## config.mk

```make
export PLATFORM = sky130hd
export DESIGN_NAME = uart_rx
export DESIGN_NICKNAME = d
export VERILOG_FILES = /design/src/rtl/uart_rx.sv
export SDC_FILE = /design/constraint.sdc
export NUM_CORES = 1
export LEC_CHECK = 0
export BUFFER_PORTS_ARGS = -buffer_cell sky130_fd_sc_hd__buf_2
export CORE_MARGIN = 3
export CORE_UTILIZATION = 55
export DETAILED_ROUTE_END_ITERATION = 7
export PLACE_DENSITY_LB_ADDON = 0.3
export SETUP_SLACK_MARGIN = 0.4
export SYNTH_ARGS = -nofsm -noshare
export SYNTH_HDL_FRONTEND = slang
export SYNTH_SLANG_ARGS = --single-unit
```

## constraint.sdc

```tcl
create_clock -name clk -period 3.5 [get_ports clk]
set_input_delay 0.7 -clock clk [delete_from_list [all_inputs] [get_ports clk]]
set_output_delay 0.7 -clock clk [all_outputs]
set_load 0.01 [all_outputs]
```

## src/rtl/uart_rx.sv

```systemverilog
// uart_rx: 8N1 serial receiver with a two-flop input synchronizer,
// mid-bit sampling, framing-error detection and break (line held low)
// handling. All receive decisions are taken on the synchronized line rx_s.
module uart_rx #(
  parameter int BAUD_RATE  = 115200,
  parameter int CLOCK_FREQ = 100_000_000
) (
  input  logic       clk,
  input  logic       rst,
  input  logic       rx,
  output logic [7:0] rx_data,
  output logic       rx_valid,
  output logic       frame_err,
  output logic       rx_busy
);

  localparam int BAUD_COUNT = CLOCK_FREQ / BAUD_RATE;
  localparam int HALF_COUNT = BAUD_COUNT / 2;
  // Counter is never narrower than 16 bits, wider only if a bit period needs it.
  localparam int CNT_W = ($clog2(BAUD_COUNT + 1) > 16) ? $clog2(BAUD_COUNT + 1) : 16;
  localparam logic [CNT_W-1:0] BAUD_LAST = CNT_W'(BAUD_COUNT - 1);
  localparam logic [CNT_W-1:0] HALF_LAST = CNT_W'(HALF_COUNT - 1);

  typedef enum logic [2:0] {
    IDLE  = 3'd0,
    START = 3'd1,
    DATA  = 3'd2,
    STOP  = 3'd3,
    BREAK = 3'd4
  } state_t;

  state_t           state_reg, state_next;
  logic [CNT_W-1:0] cnt_reg, cnt_next;
  logic [2:0]       bit_idx_reg, bit_idx_next;
  logic [7:0]       shift_reg, shift_next;
  logic [7:0]       rx_data_reg, rx_data_next;
  logic             rx_valid_reg, rx_valid_next;
  logic             frame_err_reg, frame_err_next;
  logic             rx_meta_reg;
  logic             rx_s;

  // Two-flop synchronizer; both stages reset to the idle (high) line level.
  always_ff @(posedge clk) begin
    if (rst) begin
      rx_meta_reg <= 1'b1;
      rx_s        <= 1'b1;
    end else begin
      rx_meta_reg <= rx;
      rx_s        <= rx_meta_reg;
    end
  end

  // State and datapath registers.
  always_ff @(posedge clk) begin
    if (rst) begin
      state_reg     <= IDLE;
      cnt_reg       <= '0;
      bit_idx_reg   <= '0;
      shift_reg     <= '0;
      rx_data_reg   <= '0;
      rx_valid_reg  <= 1'b0;
      frame_err_reg <= 1'b0;
    end else begin
      state_reg     <= state_next;
      cnt_reg       <= cnt_next;
      bit_idx_reg   <= bit_idx_next;
      shift_reg     <= shift_next;
      rx_data_reg   <= rx_data_next;
      rx_valid_reg  <= rx_valid_next;
      frame_err_reg <= frame_err_next;
    end
  end

  // Next-state logic; the baud counter restarts from zero on every transition.
  always_comb begin
    state_next     = state_reg;
    cnt_next       = cnt_reg + 1'b1;
    bit_idx_next   = bit_idx_reg;
    shift_next     = shift_reg;
    rx_data_next   = rx_data_reg;
    rx_valid_next  = 1'b0;
    frame_err_next = 1'b0;
    case (state_reg)
      IDLE: begin
        cnt_next = '0;
        if (!rx_s) state_next = START;
      end
      START: begin
        if (cnt_reg == HALF_LAST) begin
          cnt_next = '0;
          if (!rx_s) begin
            state_next   = DATA;
            bit_idx_next = '0;
          end else begin
            // Start bit did not hold to mid-bit: a glitch, drop it silently.
            state_next = IDLE;
          end
        end
      end
      DATA: begin
        if (cnt_reg == BAUD_LAST) begin
          cnt_next     = '0;
          shift_next   = {rx_s, shift_reg[7:1]};
          bit_idx_next = bit_idx_reg + 1'b1;
          if (bit_idx_reg == 3'd7) state_next = STOP;
        end
      end
      STOP: begin
        if (cnt_reg == BAUD_LAST) begin
          cnt_next = '0;
          if (rx_s) begin
            rx_data_next  = shift_reg;
            rx_valid_next = 1'b1;
            state_next    = IDLE;
          end else begin
            frame_err_next = 1'b1;
            state_next     = BREAK;
          end
        end
      end
      BREAK: begin
        // Wait out a line held low so it reports only one framing error.
        cnt_next = '0;
        if (rx_s) state_next = IDLE;
      end
      default: begin
        cnt_next   = '0;
        state_next = IDLE;
      end
    endcase
  end

  assign rx_data   = rx_data_reg;
  assign rx_valid  = rx_valid_reg;
  assign frame_err = frame_err_reg;
  assign rx_busy   = (state_reg != IDLE);

endmodule

```

==> results.tsv, run 1 <==
metric	value	unit
status	finished, final reports clean	
Peak VDD IR	0.0002046	V
syn_area_per_cell	8.672	um^2
WP data required	3.73	ns
total track usage	0.1997	
largest net degree at the start of global routing	29	
Final Cell Area	1998	um^2
gr ovfl total	0	
final antenna-violating net count	0	
Seq cells post-synth	42	
CTS sink cnt	42	
n_diodes	0	
placed cell area	1951	um^2
area delta synth->final	6.184	%
Synth warnings	0	
fill count	295	
clk root buf	clkbuf_4	
Ports	14	
Slew @ Worst Pin	0.7523	ns
initial drt markers	132	
Reg clk slew, reported paths	0.11	ns
Seq/Total Area, Yosys	0.4468	
Post-CTS Resized	0	
Post-Synth Simple-Gate Area	0.2620	
gate count of the mapped netlist	217	
EDFF count, synth	0	
DP Worst Slack	1.347	ns
die height	64.50	um
DR vias	1587	
max reg flops	16	
wirelength, routed	3757	um
critical path cell sequence	ha_1 > and3_1 > nand4_1 > buf_4 > a22oi_2 > nor3_1	
final setup violation count	0	
Chip Width	64.50	um
fin. max-slew vios	0	
initial antenna violation count	0	
layout cell share with drive strength beyond 1	0.1429	
Fin. Hold Viols	0	
Final Cycle Share	0.6132	
highest-delay cell along the critical path	a22oi_2	
f_max	0.4660	GHz
die area	4160	um^2
Unique masters post-synth	41	
largest family of logic cells by synthesized area	simple AND/OR/NAND/NOR gates	
CTS tree	built	
Final Skew	0.009438	ns
MaxCap Viol Count	0	
Final nets	231	
Via density	5.922	
vias in the first global route	1503	
H-tree depth	2	
CP arrival	2.37	ns
predominant post-synthesis flop cell	dfxtp_1	
# port buffers	13	
post-layout minimum cycle time	2.146	ns
first-pass GRT wire length	6492	um
Final TNS setup	0	ns
Crit Path Max Fanout	22	
# rows	20	
final worst slack	1.354	ns
Leak	0.6576	nW
Adder-Cell Fraction of Synth Area	0.02660	
Hold Buf Count CTS	0	
unrepaired setup endpoints after global routing	no	
asr flop ratio synth	0	
Post-Synth XOR/XNOR Area	0.06051	
CTS Buffer Depth	2	
drt first pass iters	4	
Power Density	364.5	nW/um^2
Mapped Nets	224	
total setup buffers inserted after CTS	0	
Starting Density	0.5968	
Setup Crit Path Kind	flop to flop	
Post-Synthesis Cell Area	1882	um^2
CP Launch Type	flop	
CTS Buf Count	5	
Worst Hold Margin	0.4288	ns
placer congestion estimate	0.8377	
area of the core	3153	um^2
Detail Placement HPWL	2589	um
drt drc	0	
Slew headroom	0.4984	
Synth Area in Compound Gates	0.1589	
Slowest Stage Delay on Critical Path	0.66	ns
WL/cell	14.02	um
hold crit path type	flop to flop	
Setup crit end kind	flop	
post-synthesis mux area share	0	
worst skew pair latency	0.36	ns
## report_power, final
part | total (mW) | internal [mW] | switching [mW]
sequential | 0.483 | 0.480 | 0.00343
clock | 0.219 | 0.0722 | 0.147
combinational | 0.0262 | 0.00853 | 0.0176
## final timing paths
path,start,to,slack [ns],cells after the start
worst max-delay path,cnt_reg[0],cnt_reg[9],1.35,6
worst min-delay path,rx_meta_reg,rx_s,0.43,1
worst max register to register,cnt_reg[0],cnt_reg[9],1.35,6
worst min register to register,rx_meta_reg,rx_s,0.43,1
## per-layer routing
layer / part of all wire / track usage
met4: 0.028 / 0.1319
met5: 0 / 0
met2: 0.49 / 0.3273
met3: 0.036 / 0.04506
met1: 0.45 / 0.2328
## cells by family (layout without fill, tap and decap cells)
| kind of cell | Yosys count | after routing |
|---|---|---|
| and+or+nand+nor | 88 | 88 |
| adders and majority gates | 4 | 4 |
| DFF | 42 | 42 |
| buffers and inverters | 21 | 28 |
| AOI/OAI and AO/OA | 49 | 49 |
| xor gates and xnor gates | 13 | 13 |
## cell usage in the layout, fill, tap and decap left out, types with 3 or more instances in the layout
| cell | Yosys | final |
|---|---|---|
| clkbuf_4 | 0 | 5 |
| o21ai_0 | 18 | 18 |
| or2_2 | 5 | 5 |
| nand2_1 | 11 | 11 |
| inv_1 | 7 | 7 |
| dfxtp_1 | 42 | 42 |
| nand4_1 | 3 | 3 |
| xor2_1 | 3 | 3 |
| o32ai_1 | 3 | 3 |
| nor3_1 | 17 | 17 |
| nand3_1 | 24 | 24 |
| a21oi_1 | 16 | 16 |
| xnor2_1 | 10 | 10 |
| or3_1 | 4 | 4 |
| ha_1 | 4 | 4 |
| nor2_1 | 3 | 3 |
| nor4_1 | 4 | 4 |
| and3_1 | 4 | 4 |
| buf_2 | 2 | 13 |
| nor4b_1 | 3 | 3 |
## stage by stage
step	utilization	power (mW)	std cells
floorplan	-	0.5153	217
global placement	0.6187	0.5190	261
detailed placement	0.6187	0.5208	261
CTS	0.6337	0.7367	268
global route	0.6337	0.7580	268
finish	0.6337	0.7283	268
## cell type report
class	count	area (um^2)	area share
Multi-Input combinational cell	154	955.9	0.4784
Sequential cell	42	840.8	0.4208
Timing Repair Buffer	14	72.57	0.03632
Tap cell	44	55.05	0.02755
Clock buffer	5	37.54	0.01879
Inverter	7	26.28	0.01315
Clock inverter	2	10.01	0.005009
## synthesized netlist by cell type, types with 2 or more instances
cell type / instances / area [um^2]
dfxtp_1: 42 / 840.8
buf_2: 2 / 10.01
nand2b_1: 2 / 12.51
nor2_1: 3 / 11.26
nor4_1: 4 / 25.02
nand4_1: 3 / 18.77
nand2_1: 11 / 41.29
nor3_1: 17 / 85.08
inv_1: 7 / 26.28
nor4b_1: 3 / 26.28
o32ai_1: 3 / 26.28
clkbuf_1: 10 / 37.54
xor2_1: 3 / 26.28
o22ai_1: 2 / 12.51
o21ai_0: 18 / 90.09
nor4bb_1: 2 / 20.02
or3_1: 4 / 25.02
a21oi_1: 16 / 80.08
ha_1: 4 / 50.05
nand3_1: 24 / 120.1
or2_2: 5 / 31.28
xnor2_1: 10 / 87.58
and3_1: 4 / 25.02
## critical path: cells and delay by family, from the launching register on
| kind | cells | cell delay, ns |
|---|---|---|
| compound gates | 1 | 0.66 |
| fa+ha+maj | 1 | 0.27 |
| buf+inv | 1 | 0.23 |
| flops | 1 | 0.45 |
| simple gates | 3 | 0.40 |
No activity file was read; power rests on OpenSTA's default activity.
==> run 2: changes to the inputs <==
Clock period 3.5 ns to 2.1 ns, I/O delays scaled along.
==> results.tsv, run 2 (synthesis results as in run 1) <==
metric	value	unit
Setup Crit Path Kind	flop to flop	
clk root buf	clkbuf_4	
hold crit path type	input pin to flop	
Hold Buf Count CTS	0	
Setup crit end kind	flop	
wirelength, routed	4449	um
Via density	6.108	
drt drc	0	
placer congestion estimate	0.9064	
Crit Path Max Fanout	5	
Chip Width	64.50	um
Detail Placement HPWL	2685	um
highest-delay cell along the critical path	dfxtp_4	
CTS Buf Count	5	
combinational share of power	0.044	
total power draw	1.260	mW
internal cell power	0.9725	mW
fin. max-slew vios	0	
area of the core	3153	um^2
# port buffers	13	
die area	4160	um^2
share of power burned in registers	0.631	
Peak VDD IR	0.0003712	V
Sw Share	0.2284	
Slew @ Worst Pin	0.4312	ns
n_diodes	0	
CTS tree	built	
total track usage	0.2102	
die height	64.50	um
Leak	0.7762	nW
Power Density	552.0	nW/um^2
Final Cycle Share	0.8508	
vias in the first global route	1607	
final cell count without fillers	287	
commonest non-fill, non-tap cell in the layout	dfxtp_1	
H-tree depth	2	
f_max	0.5597	GHz
final worst slack	0.3132	ns
fill count	224	
CTS sink cnt	42	
max reg flops	16	
Slew headroom	0.7119	
largest net degree at the start of global routing	28	
Fin. Hold Viols	0	
layout cell share with drive strength beyond 1	0.3045	
gr ovfl total	0	
unrepaired setup endpoints after global routing	yes	
DP Worst Slack	0.2917	ns
area delta synth->final	21.34	%
Ports	14	
Final nets	249	
Final TNS setup	0	ns
initial drt markers	189	
status	finished, final reports clean	
commonest cells after routing, fill and taps aside	dfxtp_1, nand3_1, o21ai_0	
CP arrival	2.04	ns
final antenna-violating net count	0	
first-pass GRT wire length	6934	um
worst skew pair latency	0.36	ns
CTS Buffer Depth	2	
Final Skew	0.01452	ns
post-layout minimum cycle time	1.787	ns
worst path bufs/invs	3	
Slowest Stage Delay on Critical Path	0.38	ns
crit-path most repeated cell	buf_4	
sequential cell area	883.3	um^2
drt first pass iters	4	
MaxCap Viol Count	0	
NetSw	0.2879	mW
critical path cell sequence	inv_1 > ha_1 > nor4bb_2 > nand4_1 > buf_4 > buf_4 > a22oi_1 > o32ai_1	
Starting Density	0.5968	
placed cell area	1981	um^2
top cell family by delay on the critical path	simple AND/OR/NAND/NOR gates	
DR vias	1753	
dpl cells	265	
Reg clk slew, reported paths	0.12	ns
initial antenna violation count	0	
clock power share	0.325	
WP data required	2.35	ns
# rows	20	
Multi-input gate area	1039	um^2
final setup violation count	0	
Final Cell Area	2283	um^2
WL/cell	15.50	um
CP Launch Type	flop	
run 2: cell count changes in the layout (fill, tap and decap cells not counted), sizes merged:
| cell | delta |
|---|---|
| buf | +18 |
| clkbuf | +2 |
| clkinv | -1 |
run 2: layout make-up:
cell class,instances,area share
sequential,42,0.3868
clock inverter,1,0.002192
inverter,7,0.01151
clock buffer,7,0.02411
multi-input combinational,154,0.4548
tap,44,0.02411
timing repair buffer,32,0.09644
run 2: routing by layer:
| layer | vias up | routed length (um) | global-route usage |
|---|---|---|---|
| met3 | 6 | 268 | 0.04679 |
| met5 | - | 0 | 0 |
| met4 | 0 | 75 | 0.1082 |
| met2 | 72 | 2312 | 0.3621 |
| met1 | 834 | 1793 | 0.2432 |
| li1 | 841 | - | - |
run 2: final timing paths:
check                           depth (start not counted)  slack [ns]            to         from
worst max-delay path                                    8        0.31  state_reg[0]   cnt_reg[1]
worst min-delay path                                    2        0.27   rx_meta_reg           rx
worst max register to register                          8        0.31  state_reg[0]   cnt_reg[1]
worst min register to register                          1        0.44          rx_s  rx_meta_reg
run 2: power groups by stage:
| stage | combinational, mW | clock (mW) | sequential, mW |
|---|---|---|---|
| 6_report | 0.0556 | 0.410 | 0.795 |
| 5_1_grt | 0.0596 | 0.449 | 0.796 |
| 4_1_cts | 0.0488 | 0.418 | 0.801 |
| 3_5_place_dp | 0.0473 | 0 | 0.824 |
| 3_3_place_gp | 0.0457 | 0 | 0.824 |
| 2_1_floorplan | 0.0378 | 0 | 0.821 |
run 2: repair_timing:
item	in CTS	in global routing
gates resized for setup	23	22
setup endpoints to repair	39	40
gates cloned	0	3
pin swaps	2	3
buffers inserted	1	10
run 2: per-stage QoR:
step,hold WS (ns),util
4_1_cts,0.2677,0.6698
5_1_grt,0.2589,0.7242
3_5_place_dp,0.4130,0.6282
2_1_floorplan,0.3895,-
3_3_place_gp,0.4004,0.6282
6_report,0.2691,0.7242
